File: config.mk
export PLATFORM = sky130hd
export DESIGN_NAME = pc_gen_flat
export DESIGN_NICKNAME = d
export VERILOG_FILES = /design/src/rtl/pc_gen_pkg.sv /design/src/rtl/pc_gen_if.sv /design/src/rtl/pc_gen_redirect_buf.sv /design/src/rtl/pc_gen.sv /design/src/flat_wrapper.sv
export SDC_FILE = /design/constraint.sdc
export NUM_CORES = 1
export LEC_CHECK = 0
export BUFFER_PORTS_ARGS = -buffer_cell sky130_fd_sc_hd__buf_4
export CORE_MARGIN = 2
export CORE_UTILIZATION = 50
export CTS_CLUSTER_SIZE = 8
export DETAILED_ROUTE_END_ITERATION = 10
export GPL_TIMING_DRIVEN = 0
export PLACE_DENSITY = 0.75
export SKIP_LAST_GASP = 1
export SLEW_MARGIN = 0
export SYNTH_ARGS = -nofsm -noshare
export SYNTH_HDL_FRONTEND = slang
export SYNTH_SLANG_ARGS = --single-unit
File: constraint.sdc
create_clock -name Clk -period 3.6 [get_ports Clk]
set_input_delay 0.36 -clock Clk [delete_from_list [all_inputs] [get_ports Clk]]
set_output_delay 0.36 -clock Clk [all_outputs]
set_load 0.03 [all_outputs]
File: src/rtl/pc_gen_pkg.sv
// Shared types and constants for the program-counter generation stage.
package pc_gen_pkg;

    localparam int XLEN        = 32;
    localparam int INSTR_BYTES = 4;

    localparam logic [XLEN-1:0] RESET_VECTOR_DEF = 32'h0000_0000;
    localparam logic [XLEN-1:0] EXC_VECTOR_DEF   = 32'h0000_0080;

    typedef enum logic [1:0] {
        PC_RUN       = 2'd0,
        PC_MISS      = 2'd1,
        PC_MISS_PEND = 2'd2
    } pc_state_t;

    function automatic logic [XLEN-1:0] word_align(input logic [XLEN-1:0] addr);
        return {addr[XLEN-1:2], 2'b00};
    endfunction

endpackage

File: src/rtl/pc_gen_if.sv
// Fetch-side bundle between the hazard/branch logic, the ROM and the PC generator.
interface pc_gen_if;

    logic                         Stall;
    logic                         Imiss;
    logic                         Redirect;
    logic [pc_gen_pkg::XLEN-1:0]  RedirectTarget;
    logic                         Exception;
    logic [pc_gen_pkg::XLEN-1:0]  InstrAddr;
    logic [pc_gen_pkg::XLEN-1:0]  PcPlus4;
    logic                         FetchValid;
    logic                         Misaligned;

    modport master (
        output Stall, Imiss, Redirect, RedirectTarget, Exception,
        input  InstrAddr, PcPlus4, FetchValid, Misaligned
    );

    modport slave (
        input  Stall, Imiss, Redirect, RedirectTarget, Exception,
        output InstrAddr, PcPlus4, FetchValid, Misaligned
    );

endinterface

File: src/rtl/pc_gen_redirect_buf.sv
// Holds a redirect/exception target that arrived while the ROM was missing.
module pc_redirect_buf
    import pc_gen_pkg::*;
#(
    parameter logic [XLEN-1:0] EXC_VECTOR = EXC_VECTOR_DEF
) (
    input  logic            Clk,
    input  logic            Rst,
    input  logic            clear,
    input  logic            capture,
    input  logic            exception,
    input  logic            redirect,
    input  logic [XLEN-1:0] redirect_target,
    output logic [XLEN-1:0] pend_target
);

    logic valid;
    logic is_exc;

    // An exception target is sticky: only a newer exception may replace it.
    always_ff @(posedge Clk) begin
        if (Rst) begin
            valid       <= 1'b0;
            is_exc      <= 1'b0;
            pend_target <= '0;
        end else if (clear) begin
            valid  <= 1'b0;
            is_exc <= 1'b0;
        end else if (capture) begin
            if (exception) begin
                valid       <= 1'b1;
                is_exc      <= 1'b1;
                pend_target <= EXC_VECTOR;
            end else if (redirect && !(valid && is_exc)) begin
                valid       <= 1'b1;
                is_exc      <= 1'b0;
                pend_target <= redirect_target;
            end
        end
    end

endmodule

File: src/rtl/pc_gen.sv
// Program-counter generator: registered fetch address, redirect/exception vectoring, miss hold.
//   state        | meaning
//   PC_RUN       | fetching; PC advances, redirects or stalls
//   PC_MISS      | ROM miss outstanding, nothing pending
//   PC_MISS_PEND | ROM miss outstanding, target buffered for release
module pc_gen
    import pc_gen_pkg::*;
#(
    parameter logic [XLEN-1:0] RESET_VECTOR = RESET_VECTOR_DEF,
    parameter logic [XLEN-1:0] EXC_VECTOR   = EXC_VECTOR_DEF
) (
    input  logic     Clk,
    input  logic     Rst,
    pc_gen_if.slave  bus
);

    pc_state_t       state, nxt_state;
    logic [XLEN-1:0] pc_q, pc_plus4_q, nxt_pc, tgt, pend_target;
    logic            mis_q, nxt_mis;
    logic            apply, capture, clear;
    logic            redirect_req;

    assign redirect_req = bus.Exception || bus.Redirect;

    pc_redirect_buf #(.EXC_VECTOR(EXC_VECTOR)) u_buf (
        .Clk             (Clk),
        .Rst             (Rst),
        .clear           (clear),
        .capture         (capture),
        .exception       (bus.Exception),
        .redirect        (bus.Redirect),
        .redirect_target (bus.RedirectTarget),
        .pend_target     (pend_target)
    );

    always_ff @(posedge Clk) begin
        if (Rst) begin
            state      <= PC_RUN;
            pc_q       <= RESET_VECTOR;
            pc_plus4_q <= RESET_VECTOR + XLEN'(INSTR_BYTES);
            mis_q      <= 1'b0;
        end else begin
            state      <= nxt_state;
            pc_q       <= nxt_pc;
            pc_plus4_q <= nxt_pc + XLEN'(INSTR_BYTES);
            mis_q      <= nxt_mis;
        end
    end

    always_comb begin
        nxt_state = state;
        nxt_pc    = pc_q;
        nxt_mis   = mis_q;
        capture   = 1'b0;
        clear     = 1'b0;
        apply     = 1'b0;
        tgt       = '0;
        unique case (state)
            PC_RUN, PC_MISS: begin
                if (bus.Imiss) begin
                    capture   = redirect_req;
                    nxt_state = redirect_req ? PC_MISS_PEND : PC_MISS;
                end else begin
                    nxt_state = PC_RUN;
                    if (bus.Exception) begin
                        apply = 1'b1;
                        tgt   = EXC_VECTOR;
                    end else if (bus.Redirect) begin
                        apply = 1'b1;
                        tgt   = bus.RedirectTarget;
                    end else if (!bus.Stall) begin
                        nxt_pc = pc_q + XLEN'(INSTR_BYTES);
                    end
                end
            end
            PC_MISS_PEND: begin
                if (bus.Imiss) begin
                    capture = redirect_req;
                end else begin
                    // Release ignores Stall/Redirect; a fresh exception still wins.
                    apply     = 1'b1;
                    clear     = 1'b1;
                    tgt       = bus.Exception ? EXC_VECTOR : pend_target;
                    nxt_state = PC_RUN;
                end
            end
            default: nxt_state = PC_RUN;
        endcase
        if (apply) begin
            nxt_pc  = word_align(tgt);
            nxt_mis = (tgt[1:0] != 2'b00);
        end
    end

    assign bus.InstrAddr  = pc_q;
    assign bus.PcPlus4    = pc_plus4_q;
    assign bus.Misaligned = mis_q;
    assign bus.FetchValid = !Rst && (state == PC_RUN) && !bus.Imiss;

endmodule

File: src/flat_wrapper.sv
// flat-port wrapper written by rule: the top's interface ports become plain ports
module pc_gen_flat import pc_gen_pkg::*;
#(
    parameter logic [XLEN-1:0] RESET_VECTOR = RESET_VECTOR_DEF,
    parameter logic [XLEN-1:0] EXC_VECTOR   = EXC_VECTOR_DEF
)
  (Clk, Rst, bus_Stall, bus_Imiss, bus_Redirect, bus_RedirectTarget, bus_Exception, bus_InstrAddr, bus_PcPlus4, bus_FetchValid, bus_Misaligned);
  pc_gen_if bus_i ();
  input  logic Clk;
  input  logic Rst;
  input wire logic [$bits(bus_i.Stall)-1:0] bus_Stall;
  input wire logic [$bits(bus_i.Imiss)-1:0] bus_Imiss;
  input wire logic [$bits(bus_i.Redirect)-1:0] bus_Redirect;
  input wire logic [$bits(bus_i.RedirectTarget)-1:0] bus_RedirectTarget;
  input wire logic [$bits(bus_i.Exception)-1:0] bus_Exception;
  output wire logic [$bits(bus_i.InstrAddr)-1:0] bus_InstrAddr;
  output wire logic [$bits(bus_i.PcPlus4)-1:0] bus_PcPlus4;
  output wire logic [$bits(bus_i.FetchValid)-1:0] bus_FetchValid;
  output wire logic [$bits(bus_i.Misaligned)-1:0] bus_Misaligned;
  assign bus_i.Stall = bus_Stall;
  assign bus_i.Imiss = bus_Imiss;
  assign bus_i.Redirect = bus_Redirect;
  assign bus_i.RedirectTarget = bus_RedirectTarget;
  assign bus_i.Exception = bus_Exception;
  assign bus_InstrAddr = bus_i.InstrAddr;
  assign bus_PcPlus4 = bus_i.PcPlus4;
  assign bus_FetchValid = bus_i.FetchValid;
  assign bus_Misaligned = bus_i.Misaligned;
  pc_gen #(.RESET_VECTOR(RESET_VECTOR), .EXC_VECTOR(EXC_VECTOR)) u_core (.Clk(Clk), .Rst(Rst), .bus(bus_i));
endmodule
==> run summary, run 1 <==
Setup repair after global routing could not meet its margin everywhere. The critical path endpoint category is a register. CTS placed an instance of sky130_fd_sc_hd__clkbuf_8 at the clock tree root.

For the finished layout, the period the worst path requires is 3.45 ns. Of the cells placed in the final design, the portion with a size suffix greater than 1 is 0.251. The critical path starts at u_core.bus.InstrAddr[2].

The maximum operating frequency is 0.289 GHz. From synthesis to final layout, the design area changed by 23.4%. For the worst-skew pair, the clock arrives at the later sink with an insertion delay of 0.38 ns.

The via count of the first global-routing pass is 5,039. Including well taps, the total number of placed cells is 853. For this run the aggregate overflow at the end of global routing stands at 0.

The internal portion of the total power is 0.00172 W. During I/O placement, the number of pins put on the boundary was 104. The floorplan has 37 rows. The critical path data required time came out at 3.87 ns. The total CTS buffers came out at 9. The switching share of power is 0.280. The fraction of power consumed by the clock network came out at 0.353. The count of placed standard cells in the final layout, fillers left out is 869. The sum of negative setup slack came out at 0 ns. Setup violations remaining at the end of the flow were counted as 0. The leakage power came out at 2.44 nW. The H-tree was split into 3 levels. The number of nets at the end of the flow is 769. The setup skew after layout came out at 0.0129 ns.

The actual transition at the worst max-transition pin is 0.853 ns. The number of antenna violations at the first check in global routing is 0. The final worst hold slack came out at 0.210 ns. The worst setup timing slack at the placement stage came out at -0.224 ns. The detailed-route DRC error count is 0.

The total power per unit cell area is 368 mW/mm^2. The library cell used most frequently in the layout, excluding fill and tap cells, is sky130_fd_sc_hd__buf_4. The diode insertion count for antenna repair came out at 0. For this run, the register share of the synthesized area comes to 0.370. The worst pin sits at a relative slew slack of 0.426.

On the worst path, the slowest cell contributes a delay of 0.58 ns. The max-slew violation count came to 0. The final period utilization is 0.960.

The TritonCTS clock tree is yes. The area of the die is 0.0113 sq mm. The placed wire-length estimate came out at 12,100 um. The routed wire length is 16,200 um. The startpoint of the worst register-to-register path is u_core.bus.InstrAddr[2]. In this run the most critical hold path is launched from Rst. The synthesized design contains 97 register bits. The die boundary width is 106 um. The average instance in the mapped netlist occupies 8.53 sq um. The flow ran to the end, and the final reports show no timing, DRC or antenna violations. The critical setup path kind is register to register.

From bottom edge to top edge, the die measures 106 um. The initial standard-cell utilization of the core came out at 0.511. The dominant register cell in the synthesized netlist is sky130_fd_sc_hd__dfxtp_1. The number of search-and-repair iterations in the first detailed-routing pass came out at 4. The core region area is 0.0103 sq mm.

Yosys attributes the largest share of cell area to sky130_fd_sc_hd__dfxtp_1 37%, sky130_fd_sc_hd__nor2_1 7.5%, sky130_fd_sc_hd__a21oi_1 4.6%. The maximum number of pins on one net before global-route repair is 16. In this run, distinct cell masters in the synthesized netlist total 75. Across the run, the number of max-cap violations was 0. The number of filler instances in the final layout came out at 915. The worst hold path belongs to the class primary input to register. In the layout the commonest cells are 106 x sky130_fd_sc_hd__buf_4, 105 x sky130_fd_sc_hd__nor2_1, 95 x sky130_fd_sc_hd__dfxtp_1. The largest area contributor in the netlist is sky130_fd_sc_hd__dfxtp_1.

STA classifies the critical path startpoint as a register. The signal on the critical path passes through ha_1 > nor3b_4 > nand2_2 > nor4_4 > nor3_1 > or4_4 > or3_1 > buf_4 > nor4b_2 > mux2_1. The worst endpoint data arrival time came out at 3.73 ns. The count of final hold-check violations is 0. The violation count after the first detailed-routing iteration came out at 411. The sequential share of power is 0.481.

The share of total power dissipated in combinational logic is 0.166. The analysis attributes to net switching a power of 0.000668 W. The post-synthesis instance total came out at 615.

In the synthesized netlist the async set-or-reset flop fraction comes to 0. The clock passes through at most 2 buffers. The total of warnings raised by yosys came out at 0. The tree built by TritonCTS fans out to 97 sinks. The fraction of post-synthesis cell area in the top cell type by area came out at 0.370. The first-pass GRT wire length is 25,900 um.

The overall global routing resource usage is 0.293. The routed via count came out at 5,306. The number of routed nets with antenna violations came out at 0. The peak fanout along the critical path came out at 10. The wire length per cell after detailed routing is 18.7 um. The total standard cell area after synthesis came out at 0.00525 sq mm. The worst-case vdd ir drop is 0.000240 V. For this design, the slowest cell found on the critical path is sky130_fd_sc_hd__or4_4. The global placer's final weighted congestion is 0.965. The number of input and output port buffers inserted is 99. The number of enable-type register cells in the synthesized netlist came out at 0.

The worst setup margin came out at 0.146 ns. The routed via count divided by cell count came out at 6.11. After clock tree synthesis, the clock-pin slew on the worst setup and hold paths is 0.10 ns.
==> layer usage <==
metal	part of all wire	vias up	GRT usage
met5	0	-	0
met4	0.049	0	0.144
met3	0.077	55	0.0638
met2	0.46	269	0.464
met1	0.41	2511	0.378
li1	-	2471	-
==> final cells by class <==
| type | instances | area (sq um) | share of cell area |
|---|---|---|---|
| inverter | 3 | 11.3 | 0.00174 |
| timing repair buffer | 101 | 758 | 0.117 |
| buffer | 45 | 240 | 0.0371 |
| clock buffer | 9 | 124 | 0.0191 |
| tap | 136 | 170 | 0.0263 |
| multi-input combinational | 472 | 3120 | 0.482 |
| clock inverter | 6 | 108 | 0.0166 |
| sequential | 97 | 1940 | 0.300 |
==> sequential cells by signal, summed over array words and instances, names as in the netlist <==
name / count
u_core.state: 2
u_core.u_buf.pend_target: 32
u_core.u_buf.valid: 1
u_core.bus.InstrAddr: 30
u_core.bus.PcPlus4: 30
u_core.u_buf.is_exc: 1
u_core.bus.Misaligned: 1
==> cells by family after synthesis <==
group	after synthesis	share of synthesized area
xor gates and xnor gates	24	0.0401
buffers and inverters	49	0.0479
adders and majority gates	2	0.00477
DFF	97	0.370
and+or+nand+nor	304	0.346
other	1	0.000715
muxes	8	0.0172
AOI/OAI and AO/OA	130	0.173
==> synth_stat cells, drive strengths merged (3+ instances only) <==
cell type / count
or2: 4
nand2: 20
mux2: 8
nor4: 23
xnor2: 15
nand4bb: 5
nor2b: 14
buf: 22
o21a: 5
and3: 4
a221oi: 3
a22oi: 25
o21ai: 11
o211a: 4
or3: 8
nor4b: 5
nand3: 18
a31oi: 4
o221a: 3
and2: 5
xor2: 9
nand2b: 4
o22ai: 3
nand4: 13
inv: 3
nor2: 105
dfxtp: 97
a21boi: 3
nor3b: 35
o31a: 3
nor3: 32
clkbuf: 24
a21oi: 48
o311a: 3
==> through the flow <==
| step | util | total power [W] | area [sq um] |
|---|---|---|---|
| finish | 0.630 | 0.00238 | 6480 |
| global route | 0.630 | 0.00248 | 6480 |
| CTS | 0.625 | 0.00238 | 6420 |
| detailed placement | 0.601 | 0.00155 | 6170 |
| global placement | 0.601 | 0.00155 | 6170 |
| floorplan | - | 0.00141 | 5260 |
==> worst max-delay path, delay by kind of cell, from the launching register on <==
family / cells / cell delay [ns]
fa+ha+maj: 1 / 0.22
buf+inv: 1 / 0.18
flops: 1 / 0.41
mux: 1 / 0.37
simple gates: 7 / 2.16
==> what timing repair did <==
item | 4_1_cts | 5_1_grt
pin swaps | 0 | 3
endpoints found under the hold margin | 0 | 0
endpoints found under the setup margin | 4 | 10
hold buffers | 0 | 0
setup buffers | 0 | 2
resized for setup | 3 | 11
==> path summary, 6_finish.rpt <==
kind	endpoint	slack [ns]	cells after the start
min	u_core.bus.InstrAddr[28]	0.21	2
max	u_core.bus.PcPlus4[29]	0.15	10
max reg2reg	u_core.bus.PcPlus4[29]	0.15	10
min reg2reg	u_core.u_buf.pend_target[0]	0.49	2
==> power by group through the flow <==
| stage | clock (W) | combinational, W | sequential [W] |
|---|---|---|---|
| 4_1_cts | 0.000847 | 0.000389 | 0.00114 |
| 5_1_grt | 0.000901 | 0.000426 | 0.00115 |
| 6_report | 0.000842 | 0.000396 | 0.00115 |
| 3_3_place_gp | 0 | 0.000380 | 0.00117 |
| 2_1_floorplan | 0 | 0.000200 | 0.00121 |
| 3_5_place_dp | 0 | 0.000387 | 0.00117 |
Note: power is estimated with default switching activity, not from simulation.
==> inputs of run 2 (changes only) <==
--- a/config.mk
+++ b/config.mk
@@ -11,7 +11,7 @@
 export CTS_CLUSTER_SIZE = 8
 export DETAILED_ROUTE_END_ITERATION = 10
 export GPL_TIMING_DRIVEN = 0
-export PLACE_DENSITY = 0.75
+export PLACE_DENSITY_LB_ADDON = 0.12
 export SKIP_LAST_GASP = 1
 export SLEW_MARGIN = 0
 export SYNTH_ARGS = -nofsm -noshare
==> run 2 against run 1 <==
Via count is 1.8% lower. Utilization down 0.12 points. Clock power down 14%. Flip-flop and latch count did not move. Design area shrank 0.19%. Worst setup slack got worse by 0.076 ns. Combinational power barely moved. Global-route usage fell by 0.41 points. Maximum frequency fell by 2.1%. Clock skew fell by 0.0041 ns. Critical endpoint is now u_core.bus.PcPlus4[31]. Largest cell class unchanged. Highest routed layer unchanged.
==> run summary, run 2 (synthesis results as in run 1) <==
The via count of the first global-routing pass came to 4,804. The area of the die is 0.0113 sq mm. After clock tree synthesis, the flow added hold-fix buffers numbering 0. IR analysis of the VDD net gives a maximum drop of 0.000197 V. The critical path endpoint category is a register.

The max-slew violation count came out at 0. The routed via count is 5,211. The overall overflow remaining after global route came out at 0. The violation count after the first detailed-routing iteration came out at 339. The number of I/O pins came out at 104.

Measured on the finished design, the core utilization comes to 0.629. The longest clock path from root to sink contains 2 buffers. Across the routed clock network, the largest skew measured is 0.00879 ns.

The number of antenna violations at the first check in global routing came out at 0. In the global route stage, met3 resource usage came out at 0.0313. The wire length per cell after detailed routing came out at 18.5 um.

The worst endpoint data arrival time is 3.81 ns. The clock transition at the registers of the reported paths is 0.09 ns. The number of cells traversed by the worst hold path came out at 2.

The headroom to the max-slew limit came out at 0.419. The max-cap check violation count is 0. The cell depth of the worst flop-to-flop path came out at 10. After detailed routing, the number of remaining DRC violations is 0.

More flip-flops sit in one register than any other, and that register is u_core.u_buf.pend_target. The most congested layer reported by global routing is met2. The startpoint of the worst register-to-register path is u_core.bus.InstrAddr[2]. The actual transition at the worst max-transition pin came out at 0.864 ns. The diode insertion count for antenna repair came out at 0. The total CTS buffers is 9. The critical register-to-register path endpoint is u_core.bus.PcPlus4[31]. The worst setup timing slack at the placement stage came out at -0.286 ns.

The final setup violation count came out at 0. The number of search-and-repair iterations in the first detailed-routing pass is 7. The worst path in the final design needs a cycle of 3.53 ns, including I/O delays and setup. The share of cells above drive strength 1 is 0.255. The die outline height came out at 106 um. The critical path is of the register to register type. The clock latency on the worst-skew pair came out at 0.38 ns. Once detail routing completed, the nets flagged for antenna violations numbered 0. The worst setup margin came out at 0.0697 ns. The flow ran to the end, and the final reports show no timing, DRC or antenna violations. In this run the horizontal extent of the chip is 106 um. Across every metal layer, demand over resource in global routing totals 0.289. Of the available clock period, the critical path in the final layout requires 0.981.

Based on the critical path, the design can be clocked at up to 0.283 GHz. The count of H-tree levels built during CTS is 3. For this run, global-route usage on met1 was measured as 0.389. The core region area came out at 0.0103 sq mm.

The routed wire length is 16,100 um. The count of final hold-check violations is 0. The worst min-delay path category is primary input to register. The clock sink total is 97. The library cell used most frequently in the layout, excluding fill and tap cells, is sky130_fd_sc_hd__buf_4.

The initial standard-cell utilization of the core came out at 0.511. The maximum number of pins on one net before global-route repair came out at 16. The placed wire-length estimate is 12,200 um.

The congestion estimate from routability-driven global placement came to 0.984. The number of nets at the end of the flow came out at 769. The critical path data required time came out at 3.88 ns.

The number of input and output port buffers inserted is 99. The routed via count divided by cell count came out at 5.99. The library cells used most frequently in the layout, excluding fill and tap cells, are 108 x sky130_fd_sc_hd__buf_4, 105 x sky130_fd_sc_hd__nor2_1, 94 x sky130_fd_sc_hd__dfxtp_1. Setup repair after global routing could not meet its margin everywhere. The leakage power came out at 2.42 nW. The layout overhead on the synthesized area came out at 23.2%. The worst setup path is launched from a register. The flip-flop count of the largest register after layout is 32.

The first-pass GRT wire length is 25,400 um. TritonCTS built the clock tree. For met2 alone, demand over resource in global routing was 0.459. The end point of the worst hold path is u_core.bus.InstrAddr[25].

The minimum setup slack among reg-to-reg paths came out at 0.07 ns. The initialized floorplan defines 37 standard-cell rows. The startpoint of the lowest-slack hold path is Rst. The clock tree root driver cell is sky130_fd_sc_hd__clkbuf_8. After routing, the total negative slack on setup checks comes to 0 ns. The peak fanout along the critical path came out at 10. For this design the ratio of total power to cell area is 350 mW/mm^2.
-- run 2: cell types whose count changed in the layout (fill, tap and decap cells not counted), sizes merged --
cell      before  now
bufinv         3    1
clkinv         2    0
clkbuf        33   38
clkinvlp       1    3
buf          122  120
-- run 2: critical path: stages (launching register included) --
cell	delay, ns
sky130_fd_sc_hd__dfxtp_2	0.41
sky130_fd_sc_hd__ha_1	0.23
sky130_fd_sc_hd__nor3b_4	0.28
sky130_fd_sc_hd__nand2_2	0.19
sky130_fd_sc_hd__nor4_4	0.32
sky130_fd_sc_hd__nor3_1	0.13
sky130_fd_sc_hd__or4_4	0.59
sky130_fd_sc_hd__or3_1	0.39
sky130_fd_sc_hd__buf_4	0.19
sky130_fd_sc_hd__nor4_2	0.34
sky130_fd_sc_hd__mux2_1	0.35
-- run 2: area by class of cell --
class	instances	area [sq um]
Inverter	3	11.3
Tap cell	136	170
Sequential cell	97	1950
Clock inverter	4	52.6
Buffer	44	241
Multi-Input combinational cell	472	3130
Clock buffer	12	145
Timing Repair Buffer	102	766
Fill cell	947	3810
-- run 2: timing repair --
item / CTS / global route
resized for setup: 5 / 15
endpoints found under the setup margin: 4 / 12
buffers inserted: 1 / 2
pin swaps: 2 / 1
-- run 2: per-layer routing --
metal | wire length, um | up-vias | part of all wire
met1 | 7030 | 2507 | 0.44
li1 | - | 2475 | -
met3 | 999 | 33 | 0.062
met5 | 0 | - | 0
met2 | 7550 | 196 | 0.47
met4 | 559 | 0 | 0.035
-- run 2: stage by stage --
stage	cell area, sq um	hold WS (ns)	cells	power, W
detailed placement	6170	0.478	853	0.00155
finish	6460	0.217	870	0.00227
global route	6460	0.208	870	0.00236
global placement	6170	0.467	853	0.00155
floorplan	5260	0.439	618	0.00141
CTS	6400	0.205	870	0.00227
-- run 2: where the power goes --
part / internal (W) / switching, W
sequential: 0.00111 / 0.0000324
clock: 0.000341 / 0.000385
combinational: 0.000148 / 0.000247
-- run 2: worst max path at each step --
stage / to / slack, ns / start
finish: u_core.bus.PcPlus4[31] / 0.07 / u_core.bus.InstrAddr[2]
global route: u_core.bus.PcPlus4[31] / -0.06 / u_core.bus.InstrAddr[2]
CTS: u_core.bus.PcPlus4[31] / 0.0004 / u_core.bus.InstrAddr[2]
detailed placement: u_core.bus.PcPlus4[31] / -0.29 / bus_Exception
global placement: u_core.bus.PcPlus4[31] / -0.19 / bus_Exception
floorplan: u_core.bus.PcPlus4[29] / 0.25 / u_core.bus.InstrAddr[2]
==> inputs of run 3 (changes only) <==
--- a/config.mk
+++ b/config.mk
@@ -11,7 +11,7 @@
 export CTS_CLUSTER_SIZE = 8
 export DETAILED_ROUTE_END_ITERATION = 10
 export GPL_TIMING_DRIVEN = 0
-export PLACE_DENSITY_LB_ADDON = 0.12
+export PLACE_DENSITY_LB_ADDON = 0.15
 export SKIP_LAST_GASP = 1
 export SLEW_MARGIN = 0
 export SYNTH_ARGS = -nofsm -noshare
==> run 3 against run 2 <==
Flip-flop and latch count unchanged. Register-to-register slack improved by 0.02 ns. Design area fell by 0.50%. Clock skew grew 0.0053 ns. Hold slack worse by 0.016 ns. Sequential power about the same. Non-clock buffer count rose by 1. Die area stayed put. Combinational power about the same. Clock power down 11%. Worst setup slack better by 0.024 ns. Maximum frequency rose by 0.69%. Critical endpoint unchanged.
==> run summary, run 3 (synthesis results as in run 1) <==
The net switching power figure is 0.000659 W. The cell depth of the worst flop-to-flop path is 12. The final critical delay including setup and external delays came out at 3.51 ns. The area of the die is 0.0113 sq mm.

In this run the critical register-to-register path is captured at u_core.bus.PcPlus4[31]. The overall overflow remaining after global route is 0. The total CTS buffers is 9. The area used by sequential logic in the layout came out at 0.00194 sq mm.

The die boundary width is 106 um. The count of buffers added on input and output ports is 99. The number of search-and-repair iterations in the first detailed-routing pass came out at 5. The number of I/O pins is 104. The internal cell power is 0.00152 W. The initial standard-cell utilization of the core came out at 0.511. The maximum number of pins on one net before global-route repair is 15. The total power per unit cell area came out at 339 mW/mm^2. The finished cells cover 0.00643 sq mm. After detailed routing, the average wire length per cell comes to 18.7 um. The routed wire length is 16,300 um. Summing all multi-input logic gate instances after layout gives 0.00314 sq mm. Of the total power, combinational logic draws 0.181. At the end of routability-driven placement, the weighted congestion stood at 0.993. The sequential share of power is 0.524.

The number of nets at the end of the flow is 770. The floorplan has 37 rows. No sink is reached through more buffers than the 2 on the longest clock path. Setup violations remaining at the end of the flow were counted as 0.

The setup skew after layout came out at 0.0141 ns. The post-cts hold buffer count is 0. The tool flagged a number of max-cap violations equal to 0.

The fraction of power consumed by the clock network is 0.295. Across the VDD grid, the largest voltage drop is 0.000194 V. Along the worst path, the maximum fanout reaches 10.

Once placement completed, the tool counted placed cells totaling 853. The analysis attributes to cell leakage a power of 2.43 nW. The flow ran to the end, and the final reports show no timing, DRC or antenna violations. The detailed-route DRC error count came out at 0. TritonCTS built the clock tree. The minimum setup slack among reg-to-reg paths is 0.09 ns. The actual transition at the worst max-transition pin is 0.852 ns. The max-slew violation count is 0. Leaving out fill and tap cells, the most frequent cell in the layout is sky130_fd_sc_hd__buf_4.

The overall global routing resource usage came out at 0.291. The startpoint of the lowest-slack hold path is Rst. The via count of the first global-routing pass was 4,915. The maximum operating frequency came out at 0.285 GHz. The region available for standard cell placement spans 0.0103 sq mm.

The number of routed nets with antenna violations came out at 0. Of the cells placed in the final design, the portion with a size suffix greater than 1 is 0.252. The critical path endpoint category is a register. Ranked by flip-flop count, first place goes to u_core.u_buf.pend_target. The count of placed standard cells in the final layout, fillers left out came out at 870. Compared with the post-synthesis result, the final layout area differs by 22.6%.

The number of antenna violations at the first check in global routing is 0. The die outline height came out at 106 um. In this run the critical register-to-register path is launched from u_core.state[1]. The first-pass GRT wire length came out at 25,600 um. The critical path is of the register to register type. The violation count after the first detailed-routing iteration came out at 304. The critical path data required time came out at 3.88 ns. The critical path capture point is u_core.bus.PcPlus4[31]. The most critical setup path has its startpoint at u_core.state[1].

The count of H-tree levels built during CTS came out at 3. The clock sink total is 97. In the routed layout, each cell is associated on average with a via count of 5.98.

The number of filler instances in the final layout came out at 933. The diode insertion count for antenna repair is 0. Data arrives at the worst endpoint at 3.78 ns. The flip-flop count of the largest register after layout came out at 32. The worst setup path is launched from a register. The tree is rooted in a sky130_fd_sc_hd__clkbuf_8. Summing all placed instances gives a cell area of 0.00617 sq mm. The count of final hold-check violations is 0. The final period utilization came out at 0.974. The clock reaches the later pin of the worst-skew pair after 0.38 ns.

The switching share of power is 0.302. The routed via count is 5,202. The top cell types in the final layout, fill and taps aside, are 107 x sky130_fd_sc_hd__buf_4, 105 x sky130_fd_sc_hd__nor2_1, 95 x sky130_fd_sc_hd__dfxtp_1.

Measured against its own limit, the worst slew margin works out to 0.432. The clock transition at the registers of the reported paths is 0.09 ns. The min-delay analysis places its worst path in the category primary input to register. The placed wire-length estimate came out at 12,200 um.
run 3: layer usage:
| layer | routed length (um) | GRT usage | vias up |
|---|---|---|---|
| met5 | 0 | 0 | - |
| met4 | 554 | 0.136 | 0 |
| met3 | 1060 | 0.0356 | 40 |
| met2 | 7720 | 0.479 | 217 |
| met1 | 6920 | 0.381 | 2477 |
| li1 | - | - | 2468 |
run 3: final cells by class:
cell class,count,share of cell area
multi-input cells,472,0.488
flip-flops and latches,97,0.302
repair buffers,102,0.119
plain buffers,45,0.0375
well taps,136,0.0265
clock buffers,12,0.0226
clock inverters,3,0.00272
inverters,3,0.00175
run 3: worst min-delay path by stage:
stage	slack (ns)	endpoint	cells past startpoint
after floorplan	0.44	u_core.bus.InstrAddr[25]	1
after global placement	0.47	u_core.u_buf.pend_target[0]	2
after detailed placement	0.47	u_core.u_buf.pend_target[0]	2
after CTS	0.19	u_core.bus.InstrAddr[29]	2
after global routing	0.20	u_core.bus.InstrAddr[29]	2
final	0.20	u_core.bus.InstrAddr[25]	2
run 3: critical path, cell delays in order, from the launching register on:
cell	delay, ns
sky130_fd_sc_hd__dfxtp_1	0.31
sky130_fd_sc_hd__buf_6	0.13
sky130_fd_sc_hd__buf_2	0.18
sky130_fd_sc_hd__nor3b_4	0.30
sky130_fd_sc_hd__clkbuf_4	0.28
sky130_fd_sc_hd__buf_2	0.26
sky130_fd_sc_hd__a22oi_1	0.14
sky130_fd_sc_hd__or2_2	0.37
sky130_fd_sc_hd__a211oi_4	0.32
sky130_fd_sc_hd__nand4_1	0.25
sky130_fd_sc_hd__buf_2	0.29
sky130_fd_sc_hd__nor4_2	0.22
sky130_fd_sc_hd__mux2_1	0.35
run 3: per-stage QoR:
stage / total power (W) / setup TNS, ns / setup WS (ns) / utilization / hold WS [ns]
after floorplan: 0.00141 / 0 / 0.245 / - / 0.439
after global placement: 0.00155 / -0.486 / -0.182 / 0.601 / 0.467
after detailed placement: 0.00155 / -1.22 / -0.272 / 0.601 / 0.473
after CTS: 0.00218 / 0 / 0.0270 / 0.618 / 0.188
after global routing: 0.00227 / -0.00607 / -0.00499 / 0.626 / 0.198
final: 0.00218 / 0 / 0.0939 / 0.626 / 0.201
run 3: what timing repair did:
action | 4_1_cts | 5_1_grt
pin swaps | 1 | 2
setup buffers | 0 | 3
resized for setup | 3 | 14
setup endpoints to repair | 3 | 9
hold endpoints to repair | 0 | 0
run 3: power by group through the flow:
stage | Combinational, W | Sequential (W) | Clock, W
after detailed placement | 0.000386 | 0.00117 | 0
after global routing | 0.000425 | 0.00115 | 0.000697
after global placement | 0.000381 | 0.00117 | 0
final | 0.000396 | 0.00114 | 0.000643
after floorplan | 0.000200 | 0.00121 | 0
after CTS | 0.000388 | 0.00114 | 0.000654
